$ cat config.mk
export PLATFORM = sky130hd
export DESIGN_NAME = wb_uart_bridge
export DESIGN_NICKNAME = d
export VERILOG_FILES = /design/src/rtl/wb_uart_bridge_pkg.sv /design/src/rtl/wb_uart_bridge.sv
export SDC_FILE = /design/constraint.sdc
export NUM_CORES = 1
export LEC_CHECK = 0
export CORE_ASPECT_RATIO = 0.5
export CORE_MARGIN = 5
export CORE_UTILIZATION = 52
export DETAILED_ROUTE_END_ITERATION = 16
export GPL_TIMING_DRIVEN = 1
export PLACE_DENSITY = 0.85
export SETUP_SLACK_MARGIN = 0.1
export SYNTH_ARGS = -nofsm -noshare
export SYNTH_HDL_FRONTEND = slang
export SYNTH_SLANG_ARGS = --single-unit
$ cat constraint.sdc
create_clock -name clk_i -period 4.1 [get_ports clk_i]
set_clock_uncertainty 0.1 [all_clocks]
set_input_delay 0.41 -clock clk_i [delete_from_list [all_inputs] [get_ports clk_i]]
set_output_delay 0.41 -clock clk_i [all_outputs]
set_load 0.005 [all_outputs]
$ cat src/rtl/wb_uart_bridge_pkg.sv
// Shared constants and state encoding for the UART-driven Wishbone master.
package wb_uart_bridge_pkg;

  localparam logic [7:0] CMD_WRITE = 8'h01;
  localparam logic [7:0] CMD_READ  = 8'h02;
  localparam logic [7:0] RSP_OK    = 8'h06;
  localparam logic [7:0] RSP_FAIL  = 8'h15;

  typedef enum logic [2:0] {
    IDLE  = 3'd0,
    ADDR  = 3'd1,
    DATA  = 3'd2,
    BUS   = 3'd3,
    RETRY = 3'd4,
    RESP  = 3'd5
  } state_t;

endpackage

$ cat src/rtl/wb_uart_bridge.sv
// Host byte stream -> single-beat Wishbone cycle -> status/read-data reply bytes.
// Optional bus watchdog: define WB_UART_BRIDGE_TIMEOUT_EN.
module wb_uart_bridge
  import wb_uart_bridge_pkg::*;
#(
  parameter int RETRY_MAX      = 3,
  parameter int TIMEOUT_CYCLES = 1024
) (
  input  logic        clk_i,
  input  logic        rst_i,
  input  logic [7:0]  rx_dat_i,
  input  logic        rx_stb_i,
  output logic [7:0]  tx_dat_o,
  output logic        tx_stb_o,
  input  logic        tx_busy_i,
  output logic [31:0] wb_adr_o,
  output logic [31:0] wb_dat_o,
  input  logic [31:0] wb_dat_i,
  output logic [3:0]  wb_sel_o,
  output logic        wb_we_o,
  output logic        wb_cyc_o,
  output logic        wb_stb_o,
  input  logic        wb_ack_i,
  input  logic        wb_err_i,
  input  logic        wb_rty_i,
  output logic        busy_o
);

  localparam int RW = $clog2(RETRY_MAX + 1) + 1;

  state_t        r_state, w_next;
  logic          r_we;
  logic [1:0]    r_cnt;
  logic [31:0]   r_adr, r_dat, r_shift;
  logic [RW-1:0] r_retry;
  logic [2:0]    r_tx_left;
  logic          r_tx_stb;
  logic [7:0]    r_tx_dat;

  logic w_cmd_ok, w_rx_last, w_emit, w_retry_ok, w_fail, w_tmo;

  assign w_cmd_ok   = rx_stb_i && (rx_dat_i == CMD_WRITE || rx_dat_i == CMD_READ);
  assign w_rx_last  = rx_stb_i && (r_cnt == 2'd3);
  assign w_emit     = (r_state == RESP) && !r_tx_stb && !tx_busy_i;
  assign w_retry_ok = (int'(r_retry) < RETRY_MAX);
  // Failure exits of BUS; a retryable rty outranks the watchdog.
  assign w_fail     = !wb_ack_i && (wb_err_i || (wb_rty_i ? !w_retry_ok : w_tmo));

`ifdef WB_UART_BRIDGE_TIMEOUT_EN
  localparam int TW = $clog2(TIMEOUT_CYCLES + 1);
  logic [TW-1:0] r_wdog;

  // Cleared outside BUS, so every entry (fresh or after RETRY) starts at zero.
  always_ff @(posedge clk_i) begin
    if (!rst_i || r_state != BUS) r_wdog <= '0;
    else                          r_wdog <= r_wdog + 1'b1;
  end
  assign w_tmo = (r_state == BUS) && (int'(r_wdog) == TIMEOUT_CYCLES - 1);
`else
  assign w_tmo = 1'b0;
`endif

  always_ff @(posedge clk_i) begin
    if (!rst_i) r_state <= IDLE;
    else        r_state <= w_next;
  end

  always_comb begin
    w_next = r_state;
    case (r_state)
      IDLE:  if (w_cmd_ok) w_next = ADDR;
      ADDR:  if (w_rx_last) w_next = r_we ? DATA : BUS;
      DATA:  if (w_rx_last) w_next = BUS;
      BUS: begin
        if (wb_ack_i || wb_err_i)  w_next = RESP;
        else if (wb_rty_i)         w_next = w_retry_ok ? RETRY : RESP;
        else if (w_tmo)            w_next = RESP;
      end
      RETRY: w_next = BUS;
      RESP:  if (w_emit && r_tx_left == 3'd1) w_next = IDLE;
      default: w_next = IDLE;
    endcase
  end

  always_comb begin
    wb_cyc_o = (r_state == BUS);
    wb_stb_o = (r_state == BUS);
    busy_o   = (r_state != IDLE);
  end

  always_ff @(posedge clk_i) begin
    if (!rst_i) begin
      r_we      <= 1'b0;
      r_cnt     <= '0;
      r_adr     <= '0;
      r_dat     <= '0;
      r_shift   <= '0;
      r_retry   <= '0;
      r_tx_left <= '0;
      r_tx_stb  <= 1'b0;
      r_tx_dat  <= '0;
    end else begin
      r_tx_stb <= 1'b0;
      case (r_state)
        IDLE: if (w_cmd_ok) begin
          r_we    <= (rx_dat_i == CMD_WRITE);
          r_cnt   <= '0;
          r_retry <= '0;
        end
        ADDR: if (rx_stb_i) begin
          r_adr <= {r_adr[23:0], rx_dat_i};
          r_cnt <= r_cnt + 2'd1;
        end
        DATA: if (rx_stb_i) begin
          r_dat <= {r_dat[23:0], rx_dat_i};
          r_cnt <= r_cnt + 2'd1;
        end
        BUS: begin
          if (wb_ack_i) begin
            r_shift   <= r_we ? {RSP_OK, 24'h0} : wb_dat_i;
            r_tx_left <= r_we ? 3'd1 : 3'd4;
          end else if (w_fail) begin
            r_shift   <= {RSP_FAIL, 24'h0};
            r_tx_left <= 3'd1;
          end
        end
        RETRY: r_retry <= r_retry + 1'b1;
        RESP: if (w_emit) begin
          r_tx_stb  <= 1'b1;
          r_tx_dat  <= r_shift[31:24];
          r_shift   <= {r_shift[23:0], 8'h00};
          r_tx_left <= r_tx_left - 3'd1;
        end
        default: ;
      endcase
    end
  end

  assign wb_adr_o = r_adr;
  assign wb_dat_o = r_dat;
  assign wb_we_o  = r_we;
  assign wb_sel_o = 4'hF;
  assign tx_stb_o = r_tx_stb;
  assign tx_dat_o = r_tx_dat;

endmodule
==> metrics.json <==
{
  "worst_setup_path": {
    "critical_path.max_stage_delay_ps": 930,
    "critical_path.cell_chain": "nand3b_4 -> o2bb2ai_2 -> and2_2 -> o21ai_0",
    "critical_path.n_buffers_inverters": 0,
    "ff2ff_path_depth": 4,
    "endpoint_kind": "flip-flop",
    "worstPathRequired_ps": 4240,
    "worstReg2RegStart": "r_state[1]",
    "rr_endpoint": "r_shift[24]",
    "critical-path-top-delay-family": "simple AND/OR/NAND/NOR gates",
    "path_class": "flip-flop to flip-flop",
    "crit_path_end": "r_shift[24]",
    "library_cell_contributing_the_largest_single_delay_on_the_critical_path": "sky130_fd_sc_hd__and2_2",
    "timing.critical_path.from_type": "flip-flop",
    "arrival_ps": 3330,
    "worstSetupPathDepth": 4,
    "worstSetupStartpoint": "r_state[1]",
    "rrSetupSlack_ps": 910,
    "crit_path_max_fanout": 35
  },
  "sta": {
    "period_share_pct": 77.7,
    "fin_crit_ps": 3190,
    "post-route-worst-setup-slack_ps": 914,
    "timing_max_transition_violations_final": 0,
    "worstMarginPinSlew_ps": 1020,
    "setup_tns_ps": 0,
    "finalHoldViolations": 0,
    "grt_setup_unrepaired": "false",
    "timing.hold.ws_ps": 355,
    "timing.final.setup_violations": 0,
    "headroom_to_the_max_slew_limit_pct": 31.3,
    "clock.fmax_mhz": 314
  },
  "clock_tree": {
    "cts_hold_fix_bufs": 0,
    "cts_post_setup_buffers_inserted": 0,
    "clkSinkCount": 117,
    "cts_htree_levels": 4,
    "clockBufferDepth": 2,
    "clock_insertion_delay_worst_skew_ps": 410,
    "total_of_cells_resized_after_clock_tree_synthesis": 0,
    "cts.clk_slew.worst_paths_ps": 60,
    "tritoncts": "yes",
    "cts_root_buf": "sky130_fd_sc_hd__clkbuf_16",
    "cts_buffers": 17
  },
  "floorplanning": {
    "core-area_um2": 8890,
    "initial_utilization_pct": 54.4,
    "design.die.area_um2": 11400,
    "die-width_um": 146,
    "num_io_pins": 128,
    "std_cell_rows": 24,
    "floorplan.die.height_um": 78.2
  },
  "global_route": {
    "antenna_found_initial": 0,
    "first_global_vias": 4277,
    "grt_pass1_wl_um": 21600,
    "globalRouteTotalUtil_pct": 22.9,
    "grt_remaining_overflow": 0,
    "grt_start_max_net_pins": 83
  },
  "power": {
    "post-layout-total-power_mw": 3.06,
    "maximum_vdd_drop_mv": 0.340,
    "ratio_of_total_power_to_cell_area_nw_per_um2": 452,
    "leakagePower_nw": 2.27
  },
  "logic_synthesis": {
    "sequential_cell_area_fraction_in_the_yosys_report_pct": 48.5,
    "yosysWarningCount": 0,
    "ys_types": 48,
    "synth.cell_area_um2": 4830,
    "number_of_flops_mapped_to_enable_cells_by_yosys": 0,
    "avgSynthCellArea_um2": 8.43,
    "synth_top_flop_cell": "sky130_fd_sc_hd__dfxtp_1",
    "synth-async-reset-ratio_pct": 0,
    "postSynthCellCount": 573,
    "postSynthRegisterBits": 117
  },
  "final_layout": {
    "final_layout_size_suffix_gt1_share_pct": 10.2,
    "syn2layout_area_growth_pct": 40.0,
    "finalCoreUtilization_pct": 76.1,
    "finish.net_count": 725,
    "finish.instance_area_um2": 6760,
    "filler_cell_count": 665,
    "final_non_filler_cell_total": 804,
    "count_of_antenna_diodes_in_the_layout": 0
  },
  "drt": {
    "routed-via-count": 4472,
    "drt_drc_violations_left": 0,
    "drtPass1Iterations": 6,
    "drt_total_wl_um": 13000,
    "drt_iter0_markers": 400,
    "wl_cell_um": 16.1,
    "post_drt_via_cell_ratio": 5.56,
    "final_antenna_net_count": 0
  },
  "placement": {
    "placed_cells": 772,
    "place.port_buffers": 123,
    "placement_setup_slack_ps": 718,
    "gpl.final_weighted_congestion": 0.795,
    "detailed_place.area_um2": 6080,
    "detailed_place_hpwl_um": 8120
  },
  "hold_path": {
    "min_path_type": "flip-flop to flip-flop"
  },
  "run": {
    "max_cap_viol_count": 0
  },
  "status": {
    "run_status": "finished, final reports clean"
  }
}
[worst min path at each step]
stage | to | depth (start not counted) | start
after floorplan | r_tx_left[1] | 2 | r_tx_left[1]
after global placement | wb_dat_o[24] | 2 | wb_dat_o[24]
after detailed placement | wb_dat_o[29] | 2 | wb_dat_o[29]
after CTS | wb_dat_o[29] | 2 | wb_dat_o[29]
after global routing | wb_dat_o[29] | 2 | wb_dat_o[29]
final | wb_dat_o[29] | 2 | wb_dat_o[29]
[layout make-up]
type / instances / area, µm² / area share, %
repair buffers: 132 / 1300 / 19.2
flip-flops and latches: 117 / 2340 / 34.6
clock buffers: 18 / 439 / 6.49
well taps: 117 / 146 / 2.16
multi-input cells: 400 / 2270 / 33.5
inverters: 6 / 23.8 / 0.352
clock inverters: 14 / 246 / 3.64
[cells in the final DEF (no fill, tap or decap), types with 9 or more instances in the layout]
cell	netlist	final
sky130_fd_sc_hd__nand2_1	159	159
sky130_fd_sc_hd__buf_4	5	9
sky130_fd_sc_hd__dfxtp_1	117	117
sky130_fd_sc_hd__a22oi_1	20	20
sky130_fd_sc_hd__nand3_1	22	22
sky130_fd_sc_hd__a211oi_2	20	20
sky130_fd_sc_hd__clkdlybuf4s50_1	0	123
sky130_fd_sc_hd__a21oi_1	98	98
sky130_fd_sc_hd__mux2i_1	12	12
sky130_fd_sc_hd__clkbuf_16	0	17
[power breakdown]
group          internal, mW  leakage [nW]  total [mW]  switching [mW]
combinational        0.0881         0.997       0.184          0.0959
sequential             1.15         0.942        1.17          0.0175
clock                  1.16         0.335        1.70           0.541
total                  2.40          2.27        3.06           0.654
[routing by layer]
metal | vias up | global-route usage [%] | part of all wire (%)
li1 | 2183 | - | -
met1 | 2154 | 28.4 | 44
met2 | 117 | 39.2 | 49
met3 | 18 | 6.33 | 5.7
met4 | 0 | 7.79 | 1.4
met5 | - | 0 | 0
[cells by family after synthesis]
kind of cell | Yosys count | share of synthesized area, %
AO/OA/AOI/OAI | 161 | 22.0
XOR/XNOR | 3 | 0.544
adder cells (fa/ha/maj) | 4 | 1.04
buffers and inverters | 59 | 5.64
flip-flops | 117 | 48.5
multiplexers | 12 | 2.49
other | 1 | 0.0776
AND/OR/NAND/NOR | 216 | 19.8
[cells in the mapped netlist (3+ instances only)]
library cell	number	area (µm²)
sky130_fd_sc_hd__mux2i_1	12	120
sky130_fd_sc_hd__ha_1	4	50.1
sky130_fd_sc_hd__a211oi_2	20	250
sky130_fd_sc_hd__o21ai_0	5	25.0
sky130_fd_sc_hd__a31oi_1	4	25.0
sky130_fd_sc_hd__a21oi_1	98	490
sky130_fd_sc_hd__nor2_1	4	15.0
sky130_fd_sc_hd__nand2_1	159	597
sky130_fd_sc_hd__inv_1	6	22.5
sky130_fd_sc_hd__nor3_1	3	15.0
sky130_fd_sc_hd__o211ai_1	3	22.5
sky130_fd_sc_hd__a22oi_1	20	150
sky130_fd_sc_hd__nand3_1	22	110
sky130_fd_sc_hd__buf_4	5	37.5
sky130_fd_sc_hd__buf_6	4	45.0
sky130_fd_sc_hd__dfxtp_1	117	2340
sky130_fd_sc_hd__clkbuf_1	41	154
sky130_fd_sc_hd__nand4_1	4	25.0
sky130_fd_sc_hd__nand2b_1	5	31.3
sky130_fd_sc_hd__nor4bb_1	4	40.0
[registers in the layout, indices dropped and copies added, names as in the netlist]
| signal | count |
|---|---|
| wb_adr_o | 32 |
| wb_dat_o | 32 |
| r_retry | 3 |
| r_cnt | 2 |
| r_state | 3 |
| r_tx_left | 3 |
| r_shift | 32 |
| tx_dat_o | 8 |
| wb_we_o | 1 |
| tx_stb_o | 1 |
[worst register-to-register path: cells and delay by family (launching register included)]
kind | cells | cell delay, ps
compound gates | 2 | 1070
simple gates | 2 | 1130
flops | 1 | 740
Power figures use the tool's default switching activity.
